==> src/rtl/uart_tx_fifo_ctrl.sv <==
// Memory-mapped 8N1 UART transmitter: stores push bytes into a TX FIFO,
// a serializer drains the FIFO onto tx at a programmable baud divisor.
module uart_tx_fifo_ctrl #(
    parameter int unsigned DATA_WIDTH = 32,
    parameter int unsigned FIFO_DEPTH = 8,
    parameter int unsigned BAUD_DIV   = 434
) (
    input  logic                  clk,
    input  logic                  rst_n,
    input  logic [DATA_WIDTH-1:0] wd,
    input  logic [DATA_WIDTH-1:0] address,
    input  logic                  we,
    input  logic                  re,
    output logic [DATA_WIDTH-1:0] rd,
    output logic                  tx
);

    localparam int unsigned PTR_W = $clog2(FIFO_DEPTH);
    localparam int unsigned CNT_W = PTR_W + 1;
    localparam int unsigned DIV_W = 16;
    localparam int unsigned BIT_W = 3;

    localparam logic [1:0] A_TXDATA = 2'd0;
    localparam logic [1:0] A_STATUS = 2'd1;
    localparam logic [1:0] A_BAUD   = 2'd2;

    typedef enum logic [1:0] {
        S_IDLE,
        S_START,
        S_DATA,
        S_STOP
    } state_t;

    state_t             r_state;
    state_t             w_state_next;

    logic [7:0]         r_mem [FIFO_DEPTH];
    logic [PTR_W-1:0]   r_wr_ptr;
    logic [PTR_W-1:0]   r_rd_ptr;
    logic [CNT_W-1:0]   r_count;
    logic               r_ovf;
    logic [DIV_W-1:0]   r_div;
    logic [DIV_W-1:0]   r_div_q;
    logic [DIV_W-1:0]   r_baud_cnt;
    logic [BIT_W-1:0]   r_bit_idx;
    logic [7:0]         r_shift;
    logic               r_tx;

    logic [1:0]         w_sel;
    logic               w_full;
    logic               w_empty;
    logic               w_busy;
    logic               w_push_req;
    logic               w_push;
    logic               w_pop;
    logic               w_bit_end;
    logic [BIT_W-1:0]   w_bit_idx_next;
    logic               w_tx_next;
    logic               w_unused;

    assign w_sel      = address[3:2];
    assign w_full     = (r_count == CNT_W'(FIFO_DEPTH));
    assign w_empty    = (r_count == '0);
    assign w_busy     = (r_state != S_IDLE);
    assign w_push_req = we && (w_sel == A_TXDATA);
    // A push into a full FIFO still lands when the serializer pops in the same cycle
    assign w_push     = w_push_req && (!w_full || w_pop);
    assign w_unused   = ^{wd[DATA_WIDTH-1:16], address[DATA_WIDTH-1:4], address[1:0]};
    assign tx         = r_tx;

    // Serializer state register
    always_ff @(posedge clk or negedge rst_n) begin
        if (!rst_n) begin
            r_state <= S_IDLE;
        end else begin
            r_state <= w_state_next;
        end
    end

    // Next state, pop request and next tx level
    always_comb begin
        w_state_next   = r_state;
        w_pop          = 1'b0;
        w_bit_idx_next = r_bit_idx;
        w_tx_next      = 1'b1;
        w_bit_end      = (r_baud_cnt == (r_div_q - DIV_W'(1)));
        case (r_state)
            S_IDLE: begin
                if (!w_empty) begin
                    w_pop        = 1'b1;
                    w_state_next = S_START;
                end
            end
            S_START: begin
                if (w_bit_end) begin
                    w_state_next   = S_DATA;
                    w_bit_idx_next = '0;
                end
            end
            S_DATA: begin
                if (w_bit_end) begin
                    if (r_bit_idx == BIT_W'(7)) begin
                        w_state_next = S_STOP;
                    end else begin
                        w_bit_idx_next = r_bit_idx + BIT_W'(1);
                    end
                end
            end
            S_STOP: begin
                if (w_bit_end) begin
                    w_state_next = S_IDLE;
                end
            end
            default: w_state_next = S_IDLE;
        endcase
        case (w_state_next)
            S_START: w_tx_next = 1'b0;
            S_DATA:  w_tx_next = r_shift[w_bit_idx_next];
            default: w_tx_next = 1'b1;
        endcase
    end

    // Serializer datapath; tx comes straight from a flop
    always_ff @(posedge clk or negedge rst_n) begin
        if (!rst_n) begin
            r_tx       <= 1'b1;
            r_bit_idx  <= '0;
            r_shift    <= '0;
            r_div_q    <= DIV_W'(BAUD_DIV);
            r_baud_cnt <= '0;
        end else begin
            r_tx      <= w_tx_next;
            r_bit_idx <= w_bit_idx_next;
            if (w_pop) begin
                r_shift    <= r_mem[r_rd_ptr];
                r_div_q    <= r_div;
                r_baud_cnt <= '0;
            end else if (r_state != S_IDLE) begin
                r_baud_cnt <= w_bit_end ? '0 : (r_baud_cnt + DIV_W'(1));
            end
        end
    end

    // FIFO storage needs no reset; pointers and count define validity
    always_ff @(posedge clk) begin
        if (w_push) begin
            r_mem[r_wr_ptr] <= wd[7:0];
        end
    end

    always_ff @(posedge clk or negedge rst_n) begin
        if (!rst_n) begin
            r_wr_ptr <= '0;
            r_rd_ptr <= '0;
            r_count  <= '0;
        end else begin
            if (w_push) begin
                r_wr_ptr <= r_wr_ptr + PTR_W'(1);
            end
            if (w_pop) begin
                r_rd_ptr <= r_rd_ptr + PTR_W'(1);
            end
            case ({w_push, w_pop})
                2'b10:   r_count <= r_count + CNT_W'(1);
                2'b01:   r_count <= r_count - CNT_W'(1);
                default: r_count <= r_count;
            endcase
        end
    end

    // Sticky overflow and baud divisor registers
    always_ff @(posedge clk or negedge rst_n) begin
        if (!rst_n) begin
            r_ovf <= 1'b0;
            r_div <= DIV_W'(BAUD_DIV);
        end else begin
            if (w_push_req && !w_push) begin
                r_ovf <= 1'b1;
            end else if (we && (w_sel == A_STATUS) && wd[3]) begin
                r_ovf <= 1'b0;
            end
            if (we && (w_sel == A_BAUD)) begin
                r_div <= (wd[DIV_W-1:0] < DIV_W'(2)) ? DIV_W'(2) : wd[DIV_W-1:0];
            end
        end
    end

    // Combinational read mux
    always_comb begin
        rd = '0;
        if (re) begin
            case (w_sel)
                A_STATUS: rd = DATA_WIDTH'({4'(r_count), 4'b0000, r_ovf, w_busy, w_empty, w_full});
                A_BAUD:   rd = DATA_WIDTH'(r_div);
                default:  rd = '0;
            endcase
        end
    end

endmodule

==> config.mk <==
export PLATFORM = sky130hd
export DESIGN_NAME = uart_tx_fifo_ctrl
export DESIGN_NICKNAME = d
export VERILOG_FILES = /design/src/rtl/uart_tx_fifo_ctrl.sv
export SDC_FILE = /design/constraint.sdc
export NUM_CORES = 1
export LEC_CHECK = 0
export CAP_MARGIN = 20
export CORE_AREA = 2 2 155 157
export CTS_CLUSTER_DIAMETER = 200
export DETAILED_ROUTE_END_ITERATION = 10
export DIE_AREA = 0 0 157 159
export GPL_ROUTABILITY_DRIVEN = 0
export PLACE_DENSITY = 0.51
export SLEW_MARGIN = 15
export SYNTH_ARGS = -nofsm -noshare
export SYNTH_HDL_FRONTEND = slang
export SYNTH_SLANG_ARGS = --single-unit
==> constraint.sdc <==
create_clock -name clk -period 4 [get_ports clk]
set_clock_uncertainty 0.05 [all_clocks]
set_input_delay 0.8 -clock clk [delete_from_list [all_inputs] [get_ports clk]]
set_output_delay 0.8 -clock clk [all_outputs]
set_load 0.01 [all_outputs]
# Word level (Yosys, flattened, before mapping)
# Memory sizes are Yosys's and may differ from the RTL's. A register that Yosys moved wholly into a read port is not among the register bits.
# Index checks and enable logic that the tools add are counted.
# totals
in_bits	68
reg_bits	65
mem_bits_rw	64
memories	1
output_inout_bits	33
# memory_table
name	words	width	read_ports	rd_clocked_by_memory_dff	write_ports	line	text
r_mem	8	8	1	1	1	37	logic [7:0] r_mem [FIFO_DEPTH];
# classes
n_mux	26
n_reduce_logical	17
addsub	7
magnitude_cmp	2
eq_ne	12
# op_table
op	count
2-to-1 mux 16 bit	4
2-to-1 mux 32 bit	1
one-hot mux 16 bit (2 select lines)	1
adder 16 x 1 -> 16 bit, second input constant	1
equality test 16 bit	1
less-than comparator 16 x 2 -> 1 bit, second input constant	1
subtractor 16 x 1 -> 16 bit, second input constant	1
equality test 2 bit, second input constant	5
2-to-1 mux 2 bit	5
adder 3 x 1 -> 3 bit, second input constant	3
2-to-1 mux 3 bit	3
equality test 2 x 1 -> 1 bit, second input constant	4
one-hot mux 2 bit (4 select lines)	1
one-hot mux 4 bit (2 select lines)	1
nonzero test 2 bit	4
2-to-1 mux 1 bit	7
logical AND 1 bit	6
one-hot mux 3 bit (2 select lines)	1
adder 4 x 1 -> 4 bit, second input constant	1
equality test 4 bit, second input constant	1
zero test 2 bit	2
zero test 4 bit	1
less-than comparator 3 x 4 -> 1 bit, second input constant	1
subtractor 4 x 1 -> 4 bit, second input constant	1
other kinds (5)	7

# Longest topological paths before layout
# logic_depth
depth_word	8
ltp_mapped	15
depth_no_buf	13

# Least setup slack after synthesis
# Ideal clock, no wire load.
# synth_timing
path_kind	register -> register
startpoint	reg r_div_q[0]
endpoint	reg r_tx (netlist: tx)
synth_period_minus_slack_ns	3.710
slack_ns	0.290
path_buffers	2
setup_ns	0.079
stages_incl_launch_ff	15
required_ns	3.871
t_arrival_ns	3.581
cell_sequence	dfrtp_1 clkbuf_1 inv_1 ha_1 o21ba_1 a221oi_1 a41oi_1 or4_1 nor4_2 buf_4 o21bai_2 nor2_4 mux4_2 nand2b_1 a41o_1
# synth_between
elab_chain_cells	7
# synth_rtl
element	line	text
start: declaration	43	logic [DIV_W-1:0] r_div_q;
start signal: assignment	129	r_div_q <= DIV_W'(BAUD_DIV);
start signal: assignment	136	r_div_q <= r_div;
subtractor 16 x 1 -> 16 bit (*)	86	w_bit_end = (r_baud_cnt == (r_div_q - DIV_W'(1)));
equality test 16 bit (*)	86	
2-to-1 mux 3 bit (on tied branches)	101, 95	
one-hot mux 3 bit (2 select lines)	87	case (r_state)
binary-select mux 1 bit (select 3 bit)	118	S_DATA: w_tx_next = r_shift[w_bit_idx_next];
2-to-1 mux 1 bit (not written as such)	118	
one-hot mux 1 bit (2 select lines) (*)	116	case (w_state_next)
net w_tx_next	58	logic w_tx_next;
end signal: assignment	132	r_tx <= w_tx_next;
end: declaration	47	logic r_tx;
# Mark *: on every way through the listed nets, which the timed path passes. The rest lies on a longest branch. The select of a mux whose other input is x is not followed.
# A chain may end at the register's enable or synchronous reset.

# Final worst setup path
# layout_timing
startpoint	reg r_div_q[1]
endpoint	reg r_tx (netlist: tx)
# The elaborated chain is that of the path after synthesis.

==> impl_results.md <==
- Worst reg2reg setup slack: 0.27 ns
- Top-count cell post-synth: nand2_1
- Worst EP arrival: 4.03 ns
- Post-synth EDFFs: 64
- Maximum vdd drop: 345 uV
- Final period utilization: 93.3%
- CP startpoint: r_div_q[1]
- Yosys warns: 0
- Initial Util: 29.5%
- PD cells: 669 mW/mm^2
- Synth Area in Adders: 3.03%
- Max Root-Sink Buffers: 2
- Total wire length: 15300 um
- Cell taking the most area after synthesis: edfxtp_1
- Initial antenna violation count: 0
- Syn Area/Cell: 11.5 um^2
- Worst reg2reg endpoint: tx
- Min-Delay Path Class: flip-flop to flip-flop
- Final ANT Viol Nets: 0
- Residual DRC: 0
- First-pass GRT wire length: 24900 um
- Ys async rst share: 53.3%
- Total clock sinks: 137
- Clock latency on the worst-skew pair: 0.43 ns
- Max Slew Vio Count: 0
- Iter 0 DRT Violations: 289
- Compound-cell area share of the yosys netlist: 9.32%
- Layout cells sized above 1: 16.7%
- CP Launch Type: flip-flop
- Die Y: 159 um
- Status: finished clean
- Setup tns final: 0 ns
- Final setup viols: 0
- Area share of and/or/nand/nor cells after synthesis: 15.7%
- Worst Setup EP: tx
- Pwr Total: 5.52 mW
- Port Buf Inserts: 38
- Pleak: 3.24 nW
- Main synth FF type: edfxtp_1
- Routed via count: 4696
- Reg clk slew, reported paths: 0.06 ns
- Post-synth cell types: 64
- Rows: 56
- Post-DP HPWL: 10600 um
- Per-cell routed wire length: 15.6 um
- Slew @ Worst Pin: 0.943 ns
- Data required time of the worst path: 4.30 ns
- H-tree depth: 4
- Worst r2r src: r_div_q[1]
- TritonCTS Buffers: 17
- Largest net degree at the start of global routing: 74
- Hold buffers post-CTS: 0
- Critical path type: flip-flop to flip-flop
- Vias in the first global route: 4626
- RSZ-0062 raised after global routing: no
- Max-cap viol count: 0
- Area Growth Syn to Fin: 20.6%
- Die area: 0.0250 mm^2
- Mapped Cells: 595
- CP Capture Type: flip-flop
- Root buf cell: clkbuf_16
- Synthesis-stage register bit count: 137
- Num ports: 101
- CP Max Fanout: 8
- Global route overflow: 0
- Synth top area share: 28.1%
- Final hold violation count: 0
- # nets final: 730
- Synthesized area: 0.00684 mm^2
- Overall Global Routing Usage: 12.8%
- Max Clock Freq: 268 MHz
- Fin crit period: 3.73 ns
- Worst reg-to-reg path cell count: 14
- Die span in x: 157 um
- N_diodes: 0
- Mux contribution to synthesized area: 9.36%
- Hold WS: 0.420 ns
- Vias per inst: 4.80
- First-pass detailed-route iteration total: 5
- Sequential area share after synthesis: 55.0%
- Synth top area cells: edfxtp_1 28%, dfrtp_1 23%, mux4_2 5.6%
- Slew margin rel.: 37.1%
- Main combinational cell family by area after synthesis: simple AND/OR/NAND/NOR gates
- Commonest cells in the netlist: 92 x nand2_1, 64 x edfxtp_1, 62 x dfrtp_1
- CTS tree: built
- Core ar.: 0.0232 mm^2
- XOR/XNOR Fraction of Synth Area: 3.33%
-- power by group --
group | leakage, nW | switching, mW | internal (mW)
logic | 1.48 | 0.931 | 0.856
registers | 1.48 | 0.380 | 1.77
clock network | 0.289 | 0.691 | 0.892
total | 3.24 | 2.00 | 3.52
-- sequential cells by signal, summed over array words and instances (netlist names) --
register	count
r_mem	64
r_state	2
r_shift	8
r_rd_ptr	3
r_baud_cnt	16
r_div_q	16
r_div	16
tx	1
r_bit_idx	3
r_count	4
r_ovf	1
r_wr_ptr	3
-- layout make-up --
class,instances,area (um^2)
fillers,2285,14900
clock buffers,17,425
inverters,20,75.1
flip-flops and latches,137,3760
well taps,319,399
clock inverters,15,180
repair buffers,57,548
multi-input cells,413,2870
-- timing repair --
action	CTS	global route
gates resized for setup	0	3
endpoints found under the setup margin	0	1
buffers inserted	0	2
-- metrics by stage --
step                      setup slack, ns  util, %  instance area, um^2  std cells
after global routing               0.0235     35.6                 8260        978
final                               0.269     35.6                 8260        978
after detailed placement            0.121     32.8                 7600        942
after floorplan                     0.290        -                 6900        610
after global placement              0.154     32.7                 7570        941
after CTS                          0.0805     35.4                 8210        974
-- kinds of logic (layout without fill, tap and decap cells) --
| kind of cell | count (synthesis) | after routing |
|---|---|---|
| AND/OR/NAND/NOR | 217 | 217 |
| flip-flops | 137 | 137 |
| AO/OA/AOI/OAI | 97 | 97 |
| buffers and inverters | 60 | 109 |
| multiplexers | 41 | 41 |
| XOR/XNOR | 26 | 26 |
| adder cells (fa/ha/maj) | 16 | 16 |
| other | 1 | 16 |
-- layout by cell type (no fill, tap or decap), types with 8 or more instances in the layout --
cell type	netlist	routed
dfrtp_1	62	62
dfstp_2	11	11
mux2i_1	10	9
xnor2_1	15	15
inv_1	19	19
mux4_2	17	17
conb_1	1	16
a22oi_1	8	8
buf_4	17	17
ha_1	15	15
mux2_2	14	14
nand2_1	92	92
nor3_1	8	8
nand3_1	12	12
clkdlybuf4s50_1	0	37
and3_1	22	22
xor2_1	11	11
nand2b_1	18	18
nor2_1	27	27
edfxtp_1	64	64
o21ai_0	45	45
clkbuf_16	0	17
-- layer usage --
layer | global-route usage (%) | part of all wire (%)
met1 | 17.1 | 47
met2 | 20.4 | 49
met3 | 2.20 | 2.4
met4 | 5.34 | 1.9
met5 | 0 | 0
-- worst min path at each step --
| stage | start | to | slack, ns | cells after the start |
|---|---|---|---|---|
| after CTS | r_div[4] | r_div_q[4] | 0.43 | 2 |
| after global routing | r_div[7] | r_div_q[7] | 0.44 | 2 |
| after detailed placement | r_div[7] | r_div_q[7] | 0.41 | 2 |
| after floorplan | r_div[7] | r_div_q[7] | 0.39 | 2 |
| final | r_div[4] | r_div_q[4] | 0.42 | 2 |
| after global placement | r_div[7] | r_div_q[7] | 0.41 | 2 |
-- worst max-delay path: stages (launching register included) --
cell	delay, ns
dfstp_2	0.40
inv_1	0.09
ha_1	0.21
buf_4	0.16
nor4b_1	0.43
nand3_1	0.19
xnor2_1	0.16
a211oi_1	0.48
nor4_4	0.11
buf_4	0.19
mux2i_2	0.16
nor2_4	0.17
mux4_2	0.50
nand2b_1	0.15
a41o_1	0.24
(Power assumes the default switching activity.)
